**src/rtl/panel_pkg.sv**
```systemverilog
// Shared definitions for the front-panel input conditioner: start FSM state
// encoding, default timing constants and door polarity.
package panel_pkg;

   typedef logic [1:0] state_t;

   localparam state_t ST_IDLE     = 2'd0;
   localparam state_t ST_PRESSED  = 2'd1;
   localparam state_t ST_WAIT_REL = 2'd2;

   localparam int DEF_DB_CYCLES   = 50000;
   localparam int DEF_LONG_CYCLES = 2000000;
   localparam int DEF_CNT_W       = 21;

   localparam logic DOOR_CLOSED = 1'b1;

endpackage

```
**src/rtl/panel_input_conditioner_debounce.sv**
```systemverilog
// Two-flop synchroniser plus stable-count debouncer for a WIDTH-bit raw input.
// Any bit change of the synced vector restarts the count.
module debounce
   import panel_pkg::*;
#(
   parameter int WIDTH     = 1,
   parameter int DB_CYCLES = DEF_DB_CYCLES,
   parameter int CNT_W     = DEF_CNT_W
) (
   input  logic             clk,
   input  logic             rst,
   input  logic [WIDTH-1:0] raw_i,
   output logic [WIDTH-1:0] level_o
);

   localparam logic [CNT_W-1:0] DB_LAST = CNT_W'(DB_CYCLES - 1);

   logic [WIDTH-1:0] sync1_q, sync1_d;
   logic [WIDTH-1:0] sync2_q, sync2_d;
   logic [WIDTH-1:0] prev_q, prev_d;
   logic [WIDTH-1:0] stable_q, stable_d;
   logic [CNT_W-1:0] cnt_q, cnt_d;

   // prev_q holds last cycle's synced value so a fresh change restarts the count
   always_comb begin
      sync1_d  = raw_i;
      sync2_d  = sync1_q;
      prev_d   = sync2_q;
      stable_d = stable_q;
      cnt_d    = cnt_q;
      if ((sync2_q == stable_q) || (sync2_q != prev_q)) begin
         cnt_d = '0;
      end else if (cnt_q == DB_LAST) begin
         stable_d = sync2_q;
         cnt_d    = '0;
      end else begin
         cnt_d = cnt_q + 1'b1;
      end
   end

   always_ff @(posedge clk or negedge rst) begin
      if (!rst) begin
         sync1_q  <= '0;
         sync2_q  <= '0;
         prev_q   <= '0;
         stable_q <= '0;
         cnt_q    <= '0;
      end else begin
         sync1_q  <= sync1_d;
         sync2_q  <= sync2_d;
         prev_q   <= prev_d;
         stable_q <= stable_d;
         cnt_q    <= cnt_d;
      end
   end

   assign level_o = stable_q;

endmodule

```
**src/rtl/panel_input_conditioner.sv**
```systemverilog
// Front-panel input stage: debounces door, start and load inputs and turns the
// start button into registered short-press start and long-press abort pulses.
module panel_input_conditioner
   import panel_pkg::*;
#(
   parameter int DB_CYCLES   = DEF_DB_CYCLES,
   parameter int LONG_CYCLES = DEF_LONG_CYCLES,
   parameter int CNT_W       = DEF_CNT_W
) (
   input  logic       clk,
   input  logic       rst,
   input  logic       door_raw,
   input  logic       start_raw,
   input  logic [1:0] load_raw,
   output logic       door,
   output logic       start,
   output logic       abort,
   output logic [1:0] load
);

   localparam logic [CNT_W-1:0] LONG_LAST = CNT_W'(LONG_CYCLES - 1);

   logic       door_db;
   logic       start_db;
   logic [1:0] load_db;

   state_t           state_q, state_d;
   logic [CNT_W-1:0] hold_q, hold_d;
   logic             start_q, start_d;
   logic             abort_q, abort_d;
   logic [1:0]       load_q, load_d;

   debounce #(.WIDTH(1), .DB_CYCLES(DB_CYCLES), .CNT_W(CNT_W)) u_door_db (
      .clk     (clk),
      .rst     (rst),
      .raw_i   (door_raw),
      .level_o (door_db)
   );

   debounce #(.WIDTH(1), .DB_CYCLES(DB_CYCLES), .CNT_W(CNT_W)) u_start_db (
      .clk     (clk),
      .rst     (rst),
      .raw_i   (start_raw),
      .level_o (start_db)
   );

   debounce #(.WIDTH(2), .DB_CYCLES(DB_CYCLES), .CNT_W(CNT_W)) u_load_db (
      .clk     (clk),
      .rst     (rst),
      .raw_i   (load_raw),
      .level_o (load_db)
   );

   // Door is only consulted at release, so a mid-press door change is ignored
   always_comb begin
      state_d = state_q;
      hold_d  = hold_q;
      start_d = 1'b0;
      abort_d = 1'b0;
      load_d  = load_q;
      case (state_q)
         ST_IDLE: begin
            if (start_db) begin
               state_d = ST_PRESSED;
               hold_d  = '0;
            end
         end
         ST_PRESSED: begin
            if (!start_db) begin
               state_d = ST_IDLE;
               if (door_db == DOOR_CLOSED) begin
                  start_d = 1'b1;
                  load_d  = load_db;
               end
            end else begin
               hold_d = hold_q + 1'b1;
               if (hold_q == LONG_LAST) begin
                  abort_d = 1'b1;
                  state_d = ST_WAIT_REL;
               end
            end
         end
         ST_WAIT_REL: begin
            if (!start_db) begin
               state_d = ST_IDLE;
            end
         end
         default: state_d = ST_IDLE;
      endcase
   end

   always_ff @(posedge clk or negedge rst) begin
      if (!rst) begin
         state_q <= ST_IDLE;
         hold_q  <= '0;
         start_q <= 1'b0;
         abort_q <= 1'b0;
         load_q  <= 2'b00;
      end else begin
         state_q <= state_d;
         hold_q  <= hold_d;
         start_q <= start_d;
         abort_q <= abort_d;
         load_q  <= load_d;
      end
   end

   assign door  = door_db;
   assign start = start_q;
   assign abort = abort_q;
   assign load  = load_q;

endmodule

```
**config.mk**
```make
export PLATFORM = sky130hd
export DESIGN_NAME = panel_input_conditioner
export DESIGN_NICKNAME = d
export VERILOG_FILES = /design/src/rtl/panel_pkg.sv /design/src/rtl/panel_input_conditioner_debounce.sv /design/src/rtl/panel_input_conditioner.sv
export SDC_FILE = /design/constraint.sdc
export NUM_CORES = 1
export LEC_CHECK = 0
export ABC_AREA = 1
export ABC_CLOCK_PERIOD_IN_PS = 2700
export CAP_MARGIN = 20
export CORE_MARGIN = 5
export CORE_UTILIZATION = 50
export DETAILED_ROUTE_END_ITERATION = 10
export PLACE_DENSITY = 0.66
export RECOVER_POWER = 100
export REMOVE_ABC_BUFFERS = 1
export SETUP_SLACK_MARGIN = 0.4
export SLEW_MARGIN = 5
export SYNTH_ARGS = -nofsm -noshare
export SYNTH_HDL_FRONTEND = slang
export SYNTH_SLANG_ARGS = --single-unit
export TNS_END_PERCENT = 50
```
**constraint.sdc**
```tcl
create_clock -name clk -period 2.7 [get_ports clk]
set_input_delay 0.54 -clock clk [delete_from_list [all_inputs] [get_ports clk]]
set_output_delay 0.54 -clock clk [all_outputs]
set_load 0.05 [all_outputs]
```
# == Yosys cells after proc, flatten, opt, wreduce, memory -nomap -nowiden ==
# Cells that the tools add are included.
# word_totals
reg_bits,106
out_inout_bits,5
elab_cells,75
# op_classes
add_sub_neg,4
eq_ne,16
n_mux,20
bitwise_logic,4
n_reduce_logical,11
# op_table
operator,n
2-to-1 mux 21 bit,8
"adder 21 x 1 -> 21 bit, second input constant",4
"equality test 21 x 16 -> 1 bit, second input constant",3
case mux 21 bit (2 select lines),1
"equality test 21 bit, second input constant",1
AND reduction 3 bit,3
2-to-1 mux 2 bit,4
2-to-1 mux 1 bit,6
case mux 2 bit (3 select lines),1
AND reduction 2 bit,3
"!= test 2 x 1 -> 1 bit, second input constant",2
NOT 1 bit,4
logical OR 1 bit,3
"!= test 3 bit, second input constant",1
equality test 1 bit,2
"equality test 2 x 1 -> 1 bit, second input constant",1
equality test 2 bit,1
"equality test 2 bit, second input constant",1
zero test 2 bit,1
!= test 1 bit,2
!= test 2 bit,1
"!= test 2 bit, second input constant",1
nonzero test 2 bit,1

# == Longest topological paths before layout ==
# logic_depth
word_depth,4
depth_mapped,10
mapped_depth_nobuf,10

# == Modules after synthesis ==
# From an unflattened synthesis, not the netlist that was laid out.
# hier_totals
cells_unflattened,807
hier_area_um2,5935.7
# by_module_without_submodules
module,n_inst,cells_per_inst,area_per_inst_um2,seq_area_each_um2
debounce (u_door_db ...),2,196,1416.4,625.6
debounce (u_load_db),1,215,1619.1,725.7
panel_input_conditioner,1,200,1483.9,675.6

# == Worst setup path after synthesis ==
# OpenSTA, ideal clock, no wires.
# synth_path
path_kind,flip-flop to flip-flop
startpoint,register u_door_db.stable_q (netlist: u_door_db.level_o)
endpoint,register u_door_db.cnt_q[10]
setup_time_ns,0.121
arrival_ns,1.306
setup_slack_ns,1.273
stages_incl_launch_ff,5
n_path_buf,1
synth_period_minus_slack_ns,1.427
path_cell_list,dfrtp_1 nor2_1 o21ai_2 buf_2 nor2_1
# synth_between
elab_chain_cells,3
# synth_lines
element,line_no,source
start: declaration,panel_input_conditioner_debounce.sv:21,"logic [WIDTH-1:0] stable_q, stable_d;"
start signal: assignment,panel_input_conditioner_debounce.sv:52,stable_q <= stable_d;
equality test 1 bit,panel_input_conditioner_debounce.sv:31,if ((sync2_q == stable_q) || (sync2_q != prev_q)) begin
logical OR 1 bit,panel_input_conditioner_debounce.sv:31,
2-to-1 mux 21 bit,panel_input_conditioner_debounce.sv:31,
named net u_door_db.cnt_d[10],panel_input_conditioner_debounce.sv:22,"logic [CNT_W-1:0] cnt_q, cnt_d;"
end signal: assignment,panel_input_conditioner_debounce.sv:53,cnt_q <= cnt_d;
end: declaration,panel_input_conditioner_debounce.sv:22,
# The timed path passes the listed nets, and every way through them passes these cells.
# A chain may end at the register's enable or synchronous reset.

# == Worst setup path in the final report ==
# layout_path
startpoint,register u_door_db.stable_q (netlist: u_door_db.level_o)
endpoint,output port door
# layout_lines
element,line_no,source
end: declaration,panel_input_conditioner.sv:15,"output logic door,"
# No word-level cell between the ends.

==> metrics.yaml <==
area_delta_synth_final_pct: 8.26
clk_latency_ns: 0.35
fin_tns_setup_ns: 0
slowest_stage: "dlygate4sd3_1"
synth_area_leaders: "dfrtp_1, nand2_1, nor2_1"
critPathMaxStageDelay_ns: 0.90
dieArea_mm2: 0.0137
setup_viol: 0
synth_ff_type: "dfrtp_1"
post-route-min-period_ns: 2.22
ys_ff_latch: 106
fin_skew_ns: 0.00351
synthesis.area_mm2: 0.00574
grt_first_pass_wirelength_um: 21300
die_y_um: 117
hold_class: "input pin to asynchronous set/reset pin"
synth_cell_types: 38
grt_start_max_net_pins: 40
cts_buffers: 9
io-pin-count: 11
slew_headroom_pct: 11.3
final_common_cell: "nand2_1"
outcome: "finished clean"
antenna_found_initial: 0
postRouteAntennaNets: 0
drv_slew: 0
final_cell_mix: "nand2_1, nor2_1, dfrtp_1"
tightest_slew_ns: 1.33
core_area_mm2: 0.0113
required_ns: 2.16
yosys_warnings: 0
drt_iter0_drc: 301
wirelength_um: 12100
grt_use_total_pct: 19.6
seq_area_frac_synth_pct: 46.2
io_buffers: 10
htree_num_levels: 3
crit_arrival_ns: 1.68
cts_resized: 0
cpLargestDelayFamily: "buffers and inverters"
gp_congestion: 0.940
fp.dieW_um: 117
syn_avg_cell_area_um2: 7.61
cp-end-kind: "output pin"
grt_pass1_vias: 4570
start_util_pct: 50.7
start_kind: "flop"
layout.nets: 786
wl_per_cell_um: 13.1
clock-sinks: 106
rsz0062_at_grt: "false"
path_class: "flop to output pin"
ir_worst_vdd_uv: 518
vias_per_cell: 5.18
total_power_mw: 2.97
period_share_pct: 82.1
netlist_instances: 754
hold_violations: 0
dp_hpwl_um: 9070
clk_pin_slew_ns: 0.07
cts_setup_buffers: 0
p_leak_nw: 2.62
cp.depth: 1
synth.top_cell.area_share_pct: 46.2
fmax_ghz: 0.451
antenna_cells: 0
powerDensity_mw_per_mm2: 479
max_cap_viol_count: 0
synth_area_leader_cell: "dfrtp_1"
worstPathCellList: "dlygate4sd3_1"
grt-ovfl-total: 0
critPathBufInv: 1
ff2ff_path_depth: 5
postSynth.asyncResetShare_pct: 100
dr.pass1.iters: 4
clockBufferDepth: 2
rows: 39
path_max_fanout: 5
cts_tree: "built"
layout-drive-gt1-share_pct: 4.74
cts-root-buf: "clkbuf_16"
cts_hold_buffers: 0
drc: 0
vias: 4783
synth_edf_count: 0
==> sequential cells by signal, summed over array words and instances, names as in the netlist, 2 cells and up <==
register,cells
hold_q,21
u_door_db.cnt_q,21
u_load_db.cnt_q,21
u_start_db.cnt_q,21
load,2
state_q,2
u_load_db.level_o,2
u_load_db.prev_d,2
u_load_db.prev_q,2
u_load_db.sync1_q,2
==> cells in the mapped netlist, types with 2 or more instances <==
library cell / instances
a21oi_1: 15
buf_2: 3
dfrtp_1: 106
ha_1: 4
inv_1: 75
inv_2: 4
nand2_1: 176
nand2_2: 7
nand3_1: 54
nand4_1: 23
nor2_1: 168
nor2_2: 7
nor2_4: 6
nor3_1: 21
nor3b_1: 5
o21ai_0: 12
o21ai_1: 3
o21ai_2: 2
or2_1: 2
or2_2: 4
xnor2_1: 8
xor2_1: 33
==> power breakdown <==
group          internal (mW)  total (mW)  switching, mW
clock network          0.642        1.27          0.628
logic                 0.0207      0.0891         0.0684
registers               1.60        1.62         0.0137
==> final cells by class <==
| type | count | area, um^2 |
|---|---|---|
| clock inverter | 7 | 60.1 |
| timing repair buffer | 16 | 124 |
| inverter | 81 | 305 |
| clock buffer | 9 | 225 |
| multi-input combinational | 562 | 2670 |
| tap | 143 | 179 |
| sequential | 106 | 2650 |
| fill | 1093 | 5110 |
==> through the flow <==
step	utilization, %	area [um^2]	cells	worst slack, ns	hold WS, ns
after global routing	54.9	6210	924	0.370	0.174
final	54.9	6210	924	0.484	0.139
after global placement	53.2	6030	908	0.969	0.338
after detailed placement	53.2	6030	908	0.893	0.337
after CTS	55.8	6310	924	0.525	0.152
after floorplan	-	5710	749	1.12	0.244
==> final timing paths <==
kind / to / start / slack, ns
worst min-delay path: u_load_db.cnt_q[12] / rst / 0.14
worst max-delay path: door / u_door_db.level_o / 0.48
worst min register to register: u_start_db.prev_d / u_start_db.sync1_q / 0.36
max in group asynchronous: u_start_db.cnt_q[1] / rst / 0.97
min in group clk: u_start_db.prev_d / u_start_db.sync1_q / 0.36
worst max register to register: hold_q[5] / u_start_db.level_o / 0.54
==> cells by family (layout without fill, tap and decap cells) <==
| logic type | count (synthesis) | count (layout) | synth area share (%) |
|---|---|---|---|
| xor gates and xnor gates | 41 | 41 | 6.26 |
| adders and majority gates | 4 | 4 | 0.872 |
| and+or+nand+nor | 480 | 480 | 36.9 |
| AOI/OAI and AO/OA | 37 | 37 | 3.75 |
| buffers and inverters | 86 | 113 | 5.97 |
| DFF | 106 | 106 | 46.2 |
==> layer usage <==
metal	track usage, %	vias to the layer above	part of all wire [%]
met4	4.66	0	1.1
met3	5.04	9	4.2
met2	30.9	96	47
met5	0	-	0
met1	27.2	2246	48
li1	-	2432	-
(Power assumes the default switching activity.)
